### config.mk
export PLATFORM = sky130hd
export DESIGN_NAME = slice_round_engine
export DESIGN_NICKNAME = d
export VERILOG_FILES = /design/src/rtl/slice_round_engine.sv
export SDC_FILE = /design/constraint.sdc
export NUM_CORES = 1
export LEC_CHECK = 0
export ABC_CLOCK_PERIOD_IN_PS = 2410
export BUFFER_PORTS_ARGS = -buffer_cell sky130_fd_sc_hd__buf_2
export CAP_MARGIN = 20
export CORE_ASPECT_RATIO = 1.2
export CORE_UTILIZATION = 59
export DETAILED_ROUTE_END_ITERATION = 10
export HOLD_SLACK_MARGIN = 0.12
export PLACE_DENSITY = 0.95
export SETUP_SLACK_MARGIN = 0.05
export SYNTH_ARGS = -nofsm -noshare
export SYNTH_HDL_FRONTEND = slang
export SYNTH_SLANG_ARGS = --single-unit
### constraint.sdc
create_clock -name clk -period 2.41 [get_ports clk]
set_input_delay 0.241 -clock clk [delete_from_list [all_inputs] [get_ports clk]]
set_output_delay 0.241 -clock clk [all_outputs]
set_load 0.01 [all_outputs]
### src/rtl/slice_round_engine.sv
// rtl/slice_round_engine.sv - iterative bitsliced 4-lane round engine with rotating key schedule
//
// Applies min(nrounds, ROUNDS) rounds of a 4-lane boolean round function to
// one word, one round per clock. The round key rotates lanes every round and
// folds a round constant into the low lane.
//
// Ports:
//   clk, rst              clock, synchronous active-high reset
//   in_valid/in_ready     input handshake; in_ready high only when idle
//   in_data, in_key       plaintext word and initial round key
//   nrounds               requested round count, sampled at acceptance
//   out_valid/out_ready   output handshake; result held while out_valid
//   out_data              result word
//   busy                  high while a block is being processed or held
module slice_round_engine #(
    parameter int LANE   = 8,
    parameter int ROUNDS = 16,
    parameter int RCW    = 5
) (
    input  logic              clk,
    input  logic              rst,
    input  logic              in_valid,
    output logic              in_ready,
    input  logic [4*LANE-1:0] in_data,
    input  logic [4*LANE-1:0] in_key,
    input  logic [RCW-1:0]    nrounds,
    output logic              out_valid,
    input  logic              out_ready,
    output logic [4*LANE-1:0] out_data,
    output logic              busy
);

    localparam int W = 4 * LANE;

    typedef enum logic [1:0] {
        IDLE = 2'd0,
        RUN  = 2'd1,
        DONE = 2'd2
    } state_t;

    state_t state, state_next;

    logic [W-1:0]    data_q;
    logic [W-1:0]    key_q;
    logic [RCW-1:0]  cnt_q;
    logic [RCW-1:0]  n_q;
    logic [RCW-1:0]  n_eff;
    logic [RCW-1:0]  cnt_inc;
    logic [LANE-1:0] rc;
    logic [W-1:0]    key_next;
    logic [W-1:0]    round_out;

    function automatic logic [W-1:0] round_f(input logic [W-1:0] x);
        logic [LANE-1:0] a, b, c, d;
        logic [LANE-1:0] s1, s2, s3, s4, s5, s6, s7;
        logic [LANE-1:0] y0, y1, y2, y3;
        a  = x[4*LANE-1:3*LANE];
        b  = x[3*LANE-1:2*LANE];
        c  = x[2*LANE-1:LANE];
        d  = x[LANE-1:0];
        s1 = ~c;
        s2 = d & s1;
        s3 = a ^ b;
        y2 = s3 ^ s2;
        s4 = a | s1;
        s5 = d ^ s4;
        y3 = b ^ s5;
        s6 = c ^ b;
        s7 = s3 & s6;
        y1 = s6 ^ s7;
        y0 = a ^ c ^ (d & b);
        return {y0, y1, y2, y3};
    endfunction

    // Requests above ROUNDS saturate rather than wrap.
    assign n_eff = (nrounds > RCW'(ROUNDS)) ? RCW'(ROUNDS) : nrounds;

    // cnt_q never exceeds ROUNDS-1, so cnt_inc cannot overflow RCW bits.
    // The cast truncates (or zero-extends) to LANE bits, giving the
    // modulo-2^LANE wrap of the round constant.
    assign cnt_inc   = cnt_q + 1'b1;
    assign rc        = LANE'(cnt_inc);
    assign key_next  = {key_q[3*LANE-1:0], key_q[4*LANE-1:3*LANE] ^ rc};
    assign round_out = round_f(data_q) ^ key_q;

    // State register
    always_ff @(posedge clk) begin
        if (rst) begin
            state <= IDLE;
        end else begin
            state <= state_next;
        end
    end

    // Next-state logic
    always_comb begin
        state_next = state;
        case (state)
            IDLE: begin
                if (in_valid) begin
                    state_next = (n_eff == '0) ? DONE : RUN;
                end
            end
            RUN: begin
                if (cnt_inc == n_q) begin
                    state_next = DONE;
                end
            end
            DONE: begin
                if (out_ready) begin
                    state_next = IDLE;
                end
            end
            default: state_next = IDLE;
        endcase
    end

    // Handshake outputs depend on the registered state only.
    always_comb begin
        in_ready  = 1'b0;
        out_valid = 1'b0;
        busy      = 1'b0;
        case (state)
            IDLE:    in_ready = 1'b1;
            RUN:     busy     = 1'b1;
            DONE: begin
                out_valid = 1'b1;
                busy      = 1'b1;
            end
            default: in_ready = 1'b0;
        endcase
    end

    // Datapath: the state register doubles as the output register, so a
    // zero-round block simply presents the latched input word.
    always_ff @(posedge clk) begin
        if (rst) begin
            data_q <= '0;
            key_q  <= '0;
            cnt_q  <= '0;
            n_q    <= '0;
        end else begin
            case (state)
                IDLE: begin
                    if (in_valid) begin
                        data_q <= in_data;
                        key_q  <= in_key;
                        n_q    <= n_eff;
                        cnt_q  <= '0;
                    end
                end
                RUN: begin
                    data_q <= round_out;
                    key_q  <= key_next;
                    cnt_q  <= cnt_inc;
                end
                default: begin
                end
            endcase
        end
    end

    assign out_data = data_q;

endmodule

### After elaboration in Yosys (flattened, before gate mapping)

Index checks and enable logic that the tools add are counted.

| storage, ports and cells | value |
|---|---|
| flip-flop bits (word level) | 76 |
| bits in latches | 0 |
| bits in writable memories | 0 |
| ROM bits | 0 |
| input bits | 73 |
| output and inout bits | 35 |
| word-level logic and storage cells | 50 |
| memories | 0 |

| operators by class | value |
|---|---|
| add/sub/neg operators | 1 |
| $mul | 0 |
| divide/modulo/power cells | 0 |
| order comparisons | 1 |
| eq/ne operators | 6 |
| shift-type cells | 0 |
| muxes and demuxes | 15 |
| bitwise operators | 15 |
| reduce and logical (&&, ||, !) cells | 7 |

Operator list:

| operator | count |
|---|---|
| 32-bit one-hot mux with 2 select lines | 2 |
| 32-bit two-way mux | 2 |
| 8-bit XOR | 8 |
| 32-bit XOR | 1 |
| 8-bit bitwise AND | 3 |
| 5-bit two-way mux | 2 |
| 5-bit one-hot mux with 2 select lines | 1 |
| 2-bit two-way mux | 4 |
| 8-bit NOT | 1 |
| 8-bit bitwise OR | 1 |
| 8-bit by 5-bit XOR with 8-bit output | 1 |
| 2-bit inequality test (second input constant) | 3 |
| 2-bit one-hot mux with 3 select lines | 1 |
| 5-bit by 1-bit adder with 5-bit output (second input constant) | 1 |
| 5-bit equality test | 1 |
| 5-bit greater-than comparator (second input constant) | 1 |
| 5-bit zero test | 1 |
| 2-bit AND reduction | 2 |
| 1-bit two-way mux | 3 |
| 3-bit AND reduction | 1 |
| 2-bit by 1-bit equality test with 1-bit output (second input constant) | 1 |
| 2-bit equality test (second input constant) | 1 |
| 2-bit zero test | 1 |
| 2-bit nonzero test | 1 |
| 2-bit OR reduction | 1 |

### Logic depth before layout (Yosys ltp)

| logic depth | value |
|---|---|
| word-level depth | 6 |
| mapped depth | 9 |
| mapped depth without buffers | 6 |

### Worst setup path before layout

OpenSTA, ideal clock, no wires.

| path | value |
|---|---|
| path type | reg-to-reg |
| start | register state[0] |
| end | register data_q[3] (netlist: out_data[3]) |
| library setup time | 70 ps |
| data arrival time | 1,611 ps |
| data required time | 2,340 ps |
| setup slack | 728 ps |
| stages on the path, launching flop included | 10 |
| path buffers | 3 |
| clock period less this slack | 1,682 ps |
| cells stage by stage | dfxtp_1 -> inv_1 -> ha_1 -> buf_2 -> nand2_2 -> o21ai_1 -> buf_2 -> buf_2 -> o21ai_0 -> a21oi_1 |

| between the ends | value |
|---|---|
| cells in the longest elaborated chain, start to end | 3 |
| elaborated cells between the ends (all ways) | 6 |
| classes of those cells | eq/ne (2); mux (1); reduce/logical (3) |

Ends and longest elaborated chain:

| what | line | RTL |
|---|---|---|
| start, declared | 41 | `state_t state, state_next;` |
| start signal, assigned | 91 | `state <= state_next;` |
| 2-bit by 1-bit equality test with 1-bit output / 2-bit zero test (equally long branches) | 143 | `case (state)` |
| 2-bit nonzero test (no source line) / 2-bit inequality test (equally long branches) | n/a |  |
| 2-bit AND reduction (no source line) | n/a |  |
| end signal, assigned | 146 | `data_q <= in_data;` |
| end signal, assigned | 153 | `data_q <= round_out;` |
| end, declared | 43 | `logic [W-1:0] data_q;` |

Several ways; a longest one is shown, not always the timed one.
A chain may end at the register's enable or synchronous reset.

### Worst setup path in the final report

| path | value |
|---|---|
| start | register state[0] |
| end | register data_q[29] (netlist: out_data[29]) |

Same word-level chain as after synthesis.

==> flow_metrics.env <==
export IMPL_place_area_mm2=0.00523
export IMPL_tritoncts_num_sinks=76
export IMPL_dpl_hpwl_um=7620
export IMPL_most_common_cell_after_layout_fill_and_taps_aside="sky130_fd_sc_hd__buf_2"
export IMPL_cts_buffers=9
export IMPL_critical_path_max_stage_delay_ns=0.85
export IMPL_synthesis_area_per_instance_um2=8.60
export IMPL_clock_skew_ns=0.00812
export IMPL_drc_errors=0
export IMPL_hold_depth=3
export IMPL_slowest_stage="sky130_fd_sc_hd__o21ai_4"
export IMPL_hold_path_startpoint="in_data[16]"
export IMPL_post_synth_num_cell_types=39
export IMPL_critical_path_n_buffers_inverters=1
export IMPL_power_static_leakage_uw=0.00231
export IMPL_tns_ns=0
export IMPL_postRouteWirelength_um=11300
export IMPL_worstPathArrival_ns=2.33
export IMPL_start_util_pct=60.5
export IMPL_worstSetupPathDepth=5
export IMPL_ctsHtreeMaxLevel=3
export IMPL_fp_dieW_um=82.9
export IMPL_via_per_inst=5.89
export IMPL_top_level_ports=108
export IMPL_post_route_cells_drive_above_1_share_pct=22.5
export IMPL_slew_violations=0
export IMPL_layout_filler_cells=556
export IMPL_clock_tree_root_buffer_cell="sky130_fd_sc_hd__clkbuf_8"
export IMPL_synth_seq_cells=76
export IMPL_powerDensity_mw_per_mm2=1330
export IMPL_grt_antenna_before_repair=0
export IMPL_clock_latency_ns=0.35
export IMPL_placeableCoreArea_mm2=0.00766
export IMPL_hold_path_endpoint="out_data[16]$_SDFFE_PP0P_"
export IMPL_max_slew_worst_pin_slew_ns=1.02
export IMPL_finalNetCount=710
export IMPL_maxSlewHeadroom_pct=31.5
export IMPL_synth_ff_type="sky130_fd_sc_hd__dfxtp_1"
export IMPL_drtAntennaViolNets=0
export IMPL_fin_ws_ns=0.278
export IMPL_rr_endpoint="out_data[29]$_SDFFE_PP0P_"
export IMPL_achievable_frequency_mhz=469
export IMPL_die_h_um=99.1
export IMPL_vdd_ir_drop_max_uv=821
export IMPL_syn_cell_area_mm2=0.00463
export IMPL_power_switching_uw=3010
export IMPL_final_cell_mix="sky130_fd_sc_hd__buf_2 (107), sky130_fd_sc_hd__dfxtp_1 (76), sky130_fd_sc_hd__nor2_1 (62), sky130_fd_sc_hd__nand2_1 (44), sky130_fd_sc_hd__xnor2_1 (37)"
export IMPL_cts_resized=0
export IMPL_worst_reg2reg_path_startpoint="state[0]$_SDFFE_PP0P_"
export IMPL_intPower_uw=4290
export IMPL_detailedRoute_firstPassIterationCount=5
export IMPL_r2r_setup_slack_ns=0.28
export IMPL_dpl_worst_slack_ns=0.307
export IMPL_cp_end_kind="register"
export IMPL_design_die_area_mm2=0.00821
export IMPL_synth_edff_count=0
export IMPL_drt_iter0_drc=236
export IMPL_post_layout_total_power_uw=7290
export IMPL_fin_crit_ns=2.13
export IMPL_yosysSeqAreaShare_pct=32.8
export IMPL_grt_ovfl_total=0
export IMPL_global_route_usage_total_pct=27.2
export IMPL_setup_violations_final=0
export IMPL_total_nets_after_synthesis=624
export IMPL_sw_frac_of_total_pct=41.2
export IMPL_first_global_vias=4027
export IMPL_postLayoutCoreUtil_pct=71.4
export IMPL_rows=35
export IMPL_crit_path_cell_trace="inv_1 -> ha_1 -> o21ai_4 -> a211o_1 -> a21oi_1"
export IMPL_cts_tree="yes"
export IMPL_netlist_instances=539
export IMPL_comb_pwr_share_pct=53.1
export IMPL_crit_path_start_kind="register"
export IMPL_clkTransAtPathRegs_ns=0.08
export IMPL_rr_worst_depth=5
export IMPL_cp_required_ns=2.60
export IMPL_area_growth_pct=18.1
export IMPL_gp_congestion=0.844
export IMPL_ys_warn_count=0
export IMPL_cts_hold_fix_buffers=0
export IMPL_clock_power_share_pct=15.7
export IMPL_pin_count_of_the_biggest_net_entering_global_routing=61
export IMPL_asyncSetResetFlopFracSynth_pct=0
export IMPL_crit_type="reg2reg"
export IMPL_unrepaired_setup_endpoints_after_global_routing="no"
export IMPL_io_buffer_count=107
export IMPL_grt_first_pass_wirelength_um=18300
export IMPL_cts_post_setup_buffers_inserted=0
export IMPL_route_vias_total=4260
export IMPL_period_share_pct=88.5
export IMPL_wire_per_inst_um=15.6
export IMPL_path_delay_family="compound AO/OA/AOI/OAI gates"
export IMPL_clock_tree_buffer_depth=2
export IMPL_outcome="finished, final reports clean"
export IMPL_total_non_filler_cell_area_in_the_finished_layout_mm2=0.00547
export IMPL_timing_max_cap_violations=0
export IMPL_hold_violations=0
export IMPL_critical_path_peak_fanout=38
export IMPL_hold_class="in2reg"
export IMPL_power_frac_seq_pct=31.2
-- power groups by stage --
stage / clock [uW] / combinational, uW / sequential, uW
6_report: 1150 / 3870 / 2280
5_1_grt: 1210 / 4230 / 2350
4_1_cts: 1150 / 3880 / 2270
3_5_place_dp: 0 / 3850 / 2300
3_3_place_gp: 0 / 3670 / 2250
2_1_floorplan: 0 / 2960 / 2230
-- synthesized netlist by cell type (11+ instances only) --
cell type | n | area share [%]
sky130_fd_sc_hd__dfxtp_1 | 76 | 33
sky130_fd_sc_hd__nor2_1 | 62 | 5.0
sky130_fd_sc_hd__nand2_1 | 44 | 3.6
sky130_fd_sc_hd__xnor2_1 | 37 | 7.0
sky130_fd_sc_hd__a211oi_1 | 35 | 5.7
sky130_fd_sc_hd__a21oi_1 | 34 | 3.7
sky130_fd_sc_hd__mux2i_1 | 29 | 6.3
sky130_fd_sc_hd__clkbuf_1 | 18 | 1.5
sky130_fd_sc_hd__buf_2 | 16 | 1.7
sky130_fd_sc_hd__nor2b_1 | 16 | 2.2
sky130_fd_sc_hd__o21ai_0 | 15 | 1.6
sky130_fd_sc_hd__nor3_1 | 14 | 1.5
sky130_fd_sc_hd__xor2_1 | 14 | 2.6
sky130_fd_sc_hd__ha_1 | 12 | 3.2
sky130_fd_sc_hd__inv_1 | 11 | 0.89
sky130_fd_sc_hd__nor3b_1 | 11 | 1.8
-- layer usage --
metal / global-route usage [%] / vias to the layer above / routed length [um]
met2: 49.0 / 132 / 5990
met1: 32.1 / 2046 / 4610
met3: 4.19 / 20 / 453
met5: 0 / - / 0
met4: 11.3 / 0 / 214
li1: - / 2062 / -
-- flip-flops by register name, summed over array words and instances (netlist names) --
register  flops
out_data     32
cnt_q         5
state         2
key_q        32
n_q           5
-- tightest hold or removal path, stage by stage --
cell                       delay, ns
sky130_fd_sc_hd__buf_2          0.09
sky130_fd_sc_hd__nand2_1        0.05
sky130_fd_sc_hd__a311oi_1       0.07
-- layout make-up --
cell class                      instances  area, um^2  share of cell area (%)
Clock buffer                           13         169                    3.09
Antenna cell                            1        2.50                  0.0457
Tap cell                               92         115                    2.10
Inverter                               11        41.3                   0.755
Timing Repair Buffer                  112         611                    11.2
Clock inverter                          3        67.6                    1.24
Sequential cell                        76        1520                    27.8
Multi-Input combinational cell        415        2940                    53.8
-- cell families after synthesis --
family / Yosys count / share of synthesized area [%]
DFF: 76 / 32.8
muxes: 29 / 6.27
adders and majority gates: 12 / 3.24
AOI/OAI and AO/OA: 119 / 17.3
buffers and inverters: 48 / 4.40
and+or+nand+nor: 192 / 20.4
xor gates and xnor gates: 63 / 15.6
-- through the flow --
step,hold slack [ns],instances
final,0.158,723
after global routing,0.168,722
after CTS,0.152,722
after detailed placement,0.470,706
after global placement,0.458,706
after floorplan,0.388,539
-- worst max path at each step --
| stage | to | start | slack (ns) |
|---|---|---|---|
| 3_3_place_gp | out_data[24]$_SDFFE_PP0P_ | state[0]$_SDFFE_PP0P_ | 0.44 |
| 2_1_floorplan | out_data[3]$_SDFFE_PP0P_ | state[0]$_SDFFE_PP0P_ | 0.73 |
| 6_report | out_data[29]$_SDFFE_PP0P_ | state[0]$_SDFFE_PP0P_ | 0.28 |
| 4_1_cts | out_data[29]$_SDFFE_PP0P_ | state[0]$_SDFFE_PP0P_ | 0.29 |
| 3_5_place_dp | out_data[29]$_SDFFE_PP0P_ | state[0]$_SDFFE_PP0P_ | 0.31 |
| 5_1_grt | out_data[8]$_SDFFE_PP0P_ | state[0]$_SDFFE_PP0P_ | 0.14 |
Power figures use the tool's default switching activity.
